### src/rtl/debounce_pkg.sv
// Shared types, width helper and default parameter values for the debounce bank.
// Imported by debounce_channel and debounce_bank.
package debounce_pkg;

   localparam int DEF_N_CH          = 4;
   localparam int DEF_SYNC_STAGES   = 2;
   localparam int DEF_STABLE_CYCLES = 64;
   localparam int DEF_HOLD_CYCLES   = 50000000;
   localparam int DEF_REPEAT_EN     = 0;
   localparam int DEF_REPEAT_CYCLES = 10000000;

   typedef enum logic [1:0] {
      HS_IDLE,
      HS_WAIT_HOLD,
      HS_HELD
   } hold_state_t;

   // Bits needed to hold values 0..x, never less than one bit.
   function automatic int cnt_w(input int x);
      return (x < 1) ? 1 : $clog2(x + 1);
   endfunction

endpackage

### src/rtl/debounce_channel.sv
// One debounce channel: input synchroniser, stable-window counter and the
// long-press / auto-repeat state machine. All outputs come straight from flops.
module debounce_channel
   import debounce_pkg::*;
#(
   parameter int SYNC_STAGES   = DEF_SYNC_STAGES,
   parameter int STABLE_CYCLES = DEF_STABLE_CYCLES,
   parameter int HOLD_CYCLES   = DEF_HOLD_CYCLES,
   parameter int REPEAT_EN     = DEF_REPEAT_EN,
   parameter int REPEAT_CYCLES = DEF_REPEAT_CYCLES
) (
   input  logic clk,
   input  logic rst_n,
   input  logic i_btn,
   output logic o_state,
   output logic o_down,
   output logic o_up,
   output logic o_hold,
   output logic o_repeat
);

   localparam int SC_W   = cnt_w(STABLE_CYCLES);
   localparam int HC_MAX = (HOLD_CYCLES > REPEAT_CYCLES) ? HOLD_CYCLES : REPEAT_CYCLES;
   localparam int HC_W   = cnt_w(HC_MAX);
   localparam logic [SC_W-1:0] SC_LAST   = SC_W'(STABLE_CYCLES - 1);
   localparam logic [HC_W-1:0] HOLD_LAST = HC_W'((HOLD_CYCLES > 0) ? HOLD_CYCLES - 1 : 0);
   localparam logic [HC_W-1:0] REP_LAST  = HC_W'((REPEAT_CYCLES > 0) ? REPEAT_CYCLES - 1 : 0);

   logic [SYNC_STAGES-1:0] r_sync;
   logic [SC_W-1:0]        r_sc;
   logic                   r_state;
   logic                   r_down;
   logic                   r_up;
   logic                   r_hold;
   logic                   r_repeat;
   hold_state_t            r_hs;
   hold_state_t            w_hs_next;
   logic [HC_W-1:0]        r_hc;
   logic [HC_W-1:0]        w_hc_next;
   logic                   w_hold_next;
   logic                   w_repeat_next;
   logic                   w_s;
   logic                   w_differ;
   logic                   w_flip;
   logic                   w_down_ev;
   logic                   w_up_ev;

   assign w_s       = r_sync[SYNC_STAGES-1];
   assign w_differ  = (w_s != r_state);
   assign w_flip    = w_differ && (r_sc == SC_LAST);
   assign w_down_ev = w_flip && w_s;
   assign w_up_ev   = w_flip && !w_s;

   always_ff @(posedge clk or negedge rst_n) begin
      if (!rst_n) begin
         r_sync  <= '0;
         r_sc    <= '0;
         r_state <= 1'b0;
         r_down  <= 1'b0;
         r_up    <= 1'b0;
      end else begin
         r_sync[0] <= i_btn;
         for (int k = 1; k < SYNC_STAGES; k++) begin
            r_sync[k] <= r_sync[k-1];
         end
         r_down <= w_down_ev;
         r_up   <= w_up_ev;
         // Any sample matching the current level restarts the window.
         if (!w_differ) begin
            r_sc <= '0;
         end else if (w_flip) begin
            r_sc    <= '0;
            r_state <= w_s;
         end else begin
            r_sc <= r_sc + SC_W'(1);
         end
      end
   end

   always_comb begin
      w_hs_next     = r_hs;
      w_hc_next     = r_hc;
      w_hold_next   = 1'b0;
      w_repeat_next = 1'b0;
      if (HOLD_CYCLES == 0) begin
         w_hs_next = HS_IDLE;
         w_hc_next = '0;
      end else if (w_down_ev) begin
         w_hs_next = HS_WAIT_HOLD;
         w_hc_next = '0;
      end else if (w_up_ev || !r_state) begin
         // A release on the same edge as a hold/repeat suppresses that pulse.
         w_hs_next = HS_IDLE;
         w_hc_next = '0;
      end else begin
         case (r_hs)
            HS_WAIT_HOLD: begin
               if (r_hc == HOLD_LAST) begin
                  w_hs_next   = HS_HELD;
                  w_hc_next   = '0;
                  w_hold_next = 1'b1;
               end else begin
                  w_hc_next = r_hc + HC_W'(1);
               end
            end
            HS_HELD: begin
               if (REPEAT_EN != 0) begin
                  if (r_hc == REP_LAST) begin
                     w_hc_next     = '0;
                     w_repeat_next = 1'b1;
                  end else begin
                     w_hc_next = r_hc + HC_W'(1);
                  end
               end
            end
            default: begin
            end
         endcase
      end
   end

   always_ff @(posedge clk or negedge rst_n) begin
      if (!rst_n) begin
         r_hs     <= HS_IDLE;
         r_hc     <= '0;
         r_hold   <= 1'b0;
         r_repeat <= 1'b0;
      end else begin
         r_hs     <= w_hs_next;
         r_hc     <= w_hc_next;
         r_hold   <= w_hold_next;
         r_repeat <= w_repeat_next;
      end
   end

   assign o_state  = r_state;
   assign o_down   = r_down;
   assign o_up     = r_up;
   assign o_hold   = r_hold;
   assign o_repeat = r_repeat;

endmodule

### src/rtl/debounce_bank.sv
// N independent debounce channels between raw board pins and control logic.
// Each bit of every port belongs to exactly one debounce_channel instance.
module debounce_bank
   import debounce_pkg::*;
#(
   parameter int N_CH          = DEF_N_CH,
   parameter int SYNC_STAGES   = DEF_SYNC_STAGES,
   parameter int STABLE_CYCLES = DEF_STABLE_CYCLES,
   parameter int HOLD_CYCLES   = DEF_HOLD_CYCLES,
   parameter int REPEAT_EN     = DEF_REPEAT_EN,
   parameter int REPEAT_CYCLES = DEF_REPEAT_CYCLES
) (
   input  logic            clk,
   input  logic            rst_n,
   input  logic [N_CH-1:0] btn_in,
   output logic [N_CH-1:0] btn_state,
   output logic [N_CH-1:0] btn_down,
   output logic [N_CH-1:0] btn_up,
   output logic [N_CH-1:0] btn_hold,
   output logic [N_CH-1:0] btn_repeat
);

   generate
      for (genvar gi = 0; gi < N_CH; gi++) begin : g_ch
         debounce_channel #(
            .SYNC_STAGES  (SYNC_STAGES),
            .STABLE_CYCLES(STABLE_CYCLES),
            .HOLD_CYCLES  (HOLD_CYCLES),
            .REPEAT_EN    (REPEAT_EN),
            .REPEAT_CYCLES(REPEAT_CYCLES)
         ) u_ch (
            .clk     (clk),
            .rst_n   (rst_n),
            .i_btn   (btn_in[gi]),
            .o_state (btn_state[gi]),
            .o_down  (btn_down[gi]),
            .o_up    (btn_up[gi]),
            .o_hold  (btn_hold[gi]),
            .o_repeat(btn_repeat[gi])
         );
      end
   endgenerate

endmodule

### config.mk
export PLATFORM = sky130hd
export DESIGN_NAME = debounce_bank
export DESIGN_NICKNAME = d
export VERILOG_FILES = /design/src/rtl/debounce_pkg.sv /design/src/rtl/debounce_channel.sv /design/src/rtl/debounce_bank.sv
export SDC_FILE = /design/constraint.sdc
export NUM_CORES = 1
export LEC_CHECK = 0
export ABC_AREA = 1
export CORE_AREA = 3 3 164 166
export CTS_BUF_LIST = sky130_fd_sc_hd__clkbuf_8
export DETAILED_ROUTE_END_ITERATION = 8
export DIE_AREA = 0 0 167 169
export PLACE_DENSITY = 0.59
export SKIP_LAST_GASP = 1
export SYNTH_ARGS = -nofsm -noshare
export SYNTH_HDL_FRONTEND = slang
export SYNTH_HIERARCHICAL = 1
export SYNTH_SLANG_ARGS = --single-unit
### constraint.sdc
create_clock -name clk -period 2.2 [get_ports clk]
set_clock_uncertainty 0.2 [all_clocks]
set_input_delay 0.66 -clock clk [delete_from_list [all_inputs] [get_ports clk]]
set_output_delay 0.66 -clock clk [all_outputs]
set_load 0.1 [all_outputs]
# Yosys cells after proc, flatten, opt, wreduce, memory -nomap -nowiden
# Cells that the tools add are included.
[totals]
register_bits = 164
inputBits = 6
mem_bits_ro = 0
latchBits = 0
mem_count = 0
ram_bits = 0
[op_classes]
n_mux = 56
n_addsub = 8
magnitude_cmp = 0
bitwise_logic = 0
shifts = 0
div_mod_pow = 0
n_reduce_logical = 40
n_eq_ne = 16
mul = 0
[ops]
columns = ["cell", "count"]
rows = [
  ["two-way mux 26 bit", 16],
  ["adder 26 x 1 -> 26 bit (second input constant)", 4],
  ["equality test 26 bit (second input constant)", 4],
  ["two-way mux 7 bit", 8],
  ["two-way mux 2 bit", 16],
  ["adder 7 x 1 -> 7 bit (second input constant)", 4],
  ["equality test 7 x 6 -> 1 bit (second input constant)", 4],
  ["nonzero test 3 bit", 8],
  ["two-way mux 1 bit", 16],
  ["AND reduction 2 bit", 8],
  ["logical AND 1 bit", 12],
  ["equality test 2 x 1 -> 1 bit (second input constant)", 4],
  ["zero test 1 bit", 8],
  ["logical OR 1 bit", 4],
  ["!= test 1 bit", 4],
]

# Longest topological paths before layout
[logic_depth]
depth_word = 6
mapped_depth = 11
mapped_depth_nobuf = 10

# By module
# The synthesis kept the hierarchy.
[by_module_without_submodules]
columns = ["module", "cells_each", "area_per_inst_um2", "seq_area_each_um2", "instances"]
rows = [
  ["debounce_channel", 356, 2532.4, 1026.0, 4],
]

# Least setup slack after synthesis
# OpenSTA, ideal clock, no wires.
[synth_path]
path_type = "reg-to-reg"
startpoint = "register g_ch[0].u_ch.r_state"
endpoint = "register g_ch[0].u_ch.r_hc[25]"
t_arrival_ns = 1.931
required_ns = 1.880
setup_ns = 0.120
setup_slack_ns = -0.051
path_stages_with_launch = 10
synth_period_minus_slack_ns = 2.251
path_cell_list = "dfrtp_1 -> inv_1 -> nand2_1 -> nand2_2 -> nand2_4 -> nand3_2 -> buf_6 -> buf_6 -> a21oi_1 -> nor2_2"
[synth_via]
elab_chain_cells = 6
[synth_lines]
columns = ["item", "line_no", "source"]
rows = [
  ["from (decl)", "debounce_channel.sv:31", "logic r_state;"],
  ["from (signal assigned)", "debounce_channel.sv:73", "r_state <= w_s;"],
  ["!= test 1 bit", "debounce_channel.sv:49", "assign w_differ = (w_s != r_state);"],
  ["logical AND 1 bit", "debounce_channel.sv:50", "assign w_flip = w_differ && (r_sc == SC_LAST);"],
  ["logical AND 1 bit", "debounce_channel.sv:52", "assign w_up_ev = w_flip && !w_s;"],
  ["logical OR 1 bit", "debounce_channel.sv:91", "end else if (w_up_ev || !r_state) begin"],
  ["two-way mux 26 bit", "debounce_channel.sv:91", ""],
  ["two-way mux 26 bit", "debounce_channel.sv:88", "end else if (w_down_ev) begin"],
  ["to (signal assigned)", "debounce_channel.sv:130", "r_hc <= w_hc_next;"],
  ["to (decl)", "debounce_channel.sv:38", "logic [HC_W-1:0] r_hc;"],
]
# Several ways; a longest one is shown, not always the timed one.
# A chain may end at the register's enable or synchronous reset.

# Worst setup path after layout
[layout_path]
startpoint = "register g_ch[1].u_ch.r_sc[0]"
endpoint = "register g_ch[1].u_ch.r_hc[25]"
[layout_via]
elab_chain_cells = 6
[layout_lines]
columns = ["item", "line_no", "source"]
rows = [
  ["from (decl)", "debounce_channel.sv:30", "logic [SC_W-1:0] r_sc;"],
  ["from (signal assigned)", "debounce_channel.sv:75", "r_sc <= r_sc + SC_W'(1);"],
  ["equality test 7 x 6 -> 1 bit (*)", "debounce_channel.sv:50", ""],
  ["logical AND 1 bit (*)", "debounce_channel.sv:50", ""],
  ["logical AND 1 bit", "debounce_channel.sv:52", ""],
  ["logical OR 1 bit", "debounce_channel.sv:91", ""],
  ["two-way mux 26 bit", "debounce_channel.sv:91", ""],
  ["two-way mux 26 bit", "debounce_channel.sv:88", ""],
  ["to (signal assigned)", "debounce_channel.sv:130", ""],
  ["to (decl)", "debounce_channel.sv:38", ""],
]
# Mark *: on every way between the ends. The rest lies on a longest branch, timed or not.

==> results.md <==
- Worst-path maximum fanout: 18
- Total track usage: 0.164
- DIE AREA: 28200 µm²
- Hold Slack: 0.152 ns
- Core area: 25800 µm²
- Number of warnings issued by yosys: 6
- Cell Area, Synth: 10100 µm²
- Cts bufs inserted: 17
- Worst-Skew Late Latency: 0.45 ns
- Critical Path End: g_ch[1].u_ch/r_hc[25]$_DFFE_PN0P_
- CP Class: flop to flop
- # diodes: 0
- Cell with the most instances after synthesis: nand2_1
- RR Endpoint: g_ch[1].u_ch/r_hc[25]$_DFFE_PN0P_
- Initial antenna violation count: 0
- Synth cell count leaders: 372 x nand2_1, 220 x nor2_1, 164 x dfrtp_1, 156 x inv_1, 128 x nand3_1
- Slew Viols, Final: 0
- Run status: completed
- CP endpoint kind: flop
- Worst VDD drop: 247 µV
- First-pass GRT wire length: 39.1 mm
- CTS Buffer Depth: 2
- Finished Core Util: 0.439
- Max-Cap Viols: 0
- Routing usage on met3: 0.0257
- CP startpoint kind: flop
- Power per cell area: 483 nW/µm²
- Count of different cell masters after synthesis: 25
- Area delta synth->final: 11.7%
- Mean Syn Cell Area: 7.11 µm²
- EDFF count, synth: 0
- Routed WL: 22.3 mm
- Fmax: 506 MHz
- Post-Syn Instances: 1424
- Fillers: 2592
- Reg2Reg Launch Point: g_ch[1].u_ch/r_sc[0]$_DFF_PN0_
- Min Clock Period, post-route: 1.98 ns
- Req. time, crit path: 2.33 ns
- Routed length per instance: 12.4 µm
- Global placer's final weighted congestion: 0.893
- Clock sink total: 164
- Endpoints failing hold: 0
- Via-per-instance ratio: 4.86
- Met2 GRT Util: 0.265
- Post-synth top area cell: dfrtp_1
- HP Class: flop to flop
- CTS tree: yes
- WP data arrival: 2.11 ns
- Pleak: 4.92 nW
- H-Tree Depth: 4
- First-pass detailed-route iteration total: 7
- R2R Setup Slk: 0.22 ns
- IO Port Bufs: 21
- CTS clk-pin slew, worst paths: 0.08 ns
- CTS root buf: clkbuf_8
- Die W: 167 µm
- Post-synthesis sequential area ratio: 0.405
- Final ANT Viol Nets: 0
- # IOs: 26
- Yosys top cell area share: 0.405
- Die height: 169 µm
- Synthesis-stage register bit count: 164
- R2r worst-path depth: 8
- Post-layout nets: 1471
- Placed wire-length estimate: 16.8 mm
- RSZ-0062 raised after global routing: false
- GRT met1 Usage: 0.231
- Layout cell share with drive strength beyond 1: 0.158
- Top cells by area, synth: dfrtp_1 41%, nand2_1 14%, nor2_1 8.2%
- DRC violations left: 0
- Crit. Startpoint: g_ch[1].u_ch/r_sc[0]$_DFF_PN0_
- Vias in the first global route: 8307
- Syn nets: 1438
- Fin crit share: 0.898
- Ys flop type: dfrtp_1
- Pin count of the biggest net entering global routing: 45
- Starting Density: 0.393
- Busiest grt layer: met2
- Iteration-0 DRC Markers: 583
- Routed vias: 8770
- Fin Setup TNS: 0 ns
- # rows: 59
- Grt total ovfl: 0
- Async SR Flop Fraction: 1.00
- Final setup fails: 0
critical path: stages, from the launching register on:
cell and delay [ns]:
dfrtp_1 0.40, ha_1 0.24, nand3_2 0.10, nor2_2 0.07
nand2_4 0.09, nand3_2 0.27, buf_12 0.26, a21oi_1 0.18
nor2_2 0.06
cells in the final DEF, fill, tap and decap left out, drive strengths merged, types with 6 or more instances in the layout:
cell    Yosys  layout
clkinv      0       6
dfrtp     164     164
nand4      52      52
a21oi      48      48
inv       164     167
nor3       28      28
buf        28      37
nor2      280     280
nand2     452     452
o21ai      32      32
clkbuf      0      20
xor2       12      12
nand3     140     140
ha          8       8
kinds of logic after synthesis:
kind of cell / count (synthesis) / share of synthesized area
DFF: 164 / 0.405
and+or+nand+nor: 960 / 0.444
other: 4 / 0.00148
xor gates and xnor gates: 16 / 0.0138
AOI/OAI and AO/OA: 80 / 0.0395
adders and majority gates: 8 / 0.00988
buffers and inverters: 192 / 0.0865
sequential cells by signal, summed over array words and instances (netlist names):
| signal | count |
|---|---|
| g_ch.u_ch/o_hold | 4 |
| g_ch.u_ch/r_hs | 8 |
| g_ch.u_ch/r_sync | 8 |
| g_ch.u_ch/o_up | 4 |
| g_ch.u_ch/r_sc | 28 |
| g_ch.u_ch/o_down | 4 |
| g_ch.u_ch/o_state | 4 |
| g_ch.u_ch/r_hc | 104 |
worst min path at each step:
stage	from	cells past startpoint	endpoint	slack, ns
4_1_cts	g_ch[0].u_ch/r_sync[0]$_DFF_PN0_	0	g_ch[0].u_ch/r_sync[1]$_DFF_PN0_	0.16
5_1_grt	g_ch[3].u_ch/r_sync[0]$_DFF_PN0_	0	g_ch[3].u_ch/r_sync[1]$_DFF_PN0_	0.16
3_5_place_dp	g_ch[0].u_ch/r_sync[0]$_DFF_PN0_	0	g_ch[0].u_ch/r_sync[1]$_DFF_PN0_	0.14
3_3_place_gp	g_ch[3].u_ch/r_sync[0]$_DFF_PN0_	0	g_ch[3].u_ch/r_sync[1]$_DFF_PN0_	0.13
6_report	g_ch[3].u_ch/r_sync[0]$_DFF_PN0_	0	g_ch[3].u_ch/r_sync[1]$_DFF_PN0_	0.15
2_1_floorplan	g_ch[0].u_ch/r_sync[0]$_DFF_PN0_	0	g_ch[0].u_ch/r_sync[1]$_DFF_PN0_	0.13
metrics by stage:
stage	worst slack, ns	instances	power (mW)	instance area, µm²
floorplan	0.277	1424	3.19	10100
global placement	0.173	1772	3.28	10900
detailed placement	0.117	1772	3.29	10900
CTS	0.0890	1805	5.59	11300
finish	0.224	1805	5.47	11300
global route	0.0378	1805	5.73	11300
per-layer routing:
layer	wire length, µm	share of wire	vias to the layer above
li1	-	-	4571
met1	11100	0.50	4016
met2	10300	0.46	165
met3	785	0.035	18
met4	223	0.010	0
met5	0	0	-
final cells by class:
cell class                      count  area [µm²]  area share
Clock buffer                       20         275      0.0243
Clock inverter                     12         129      0.0114
Inverter                          164         616      0.0544
Multi-Input combinational cell   1068        5170       0.457
Sequential cell                   164        4110       0.363
Tap cell                          335         419      0.0371
Timing Repair Buffer               42         594      0.0525
power by group:
group | internal, mW | switching [mW] | total (mW)
clock network | 1.10 | 1.14 | 2.24
logic | 0.0439 | 0.124 | 0.168
registers | 3.04 | 0.0171 | 3.05
what timing repair did:
action                                  in CTS  in global routing
hold buffers                                 1                  0
gates resized for setup                      0                  4
buffers inserted                             0                  0
endpoints found under the setup margin       0                 16
hold endpoints to repair                    17                  0
Power figures use the tool's default switching activity.
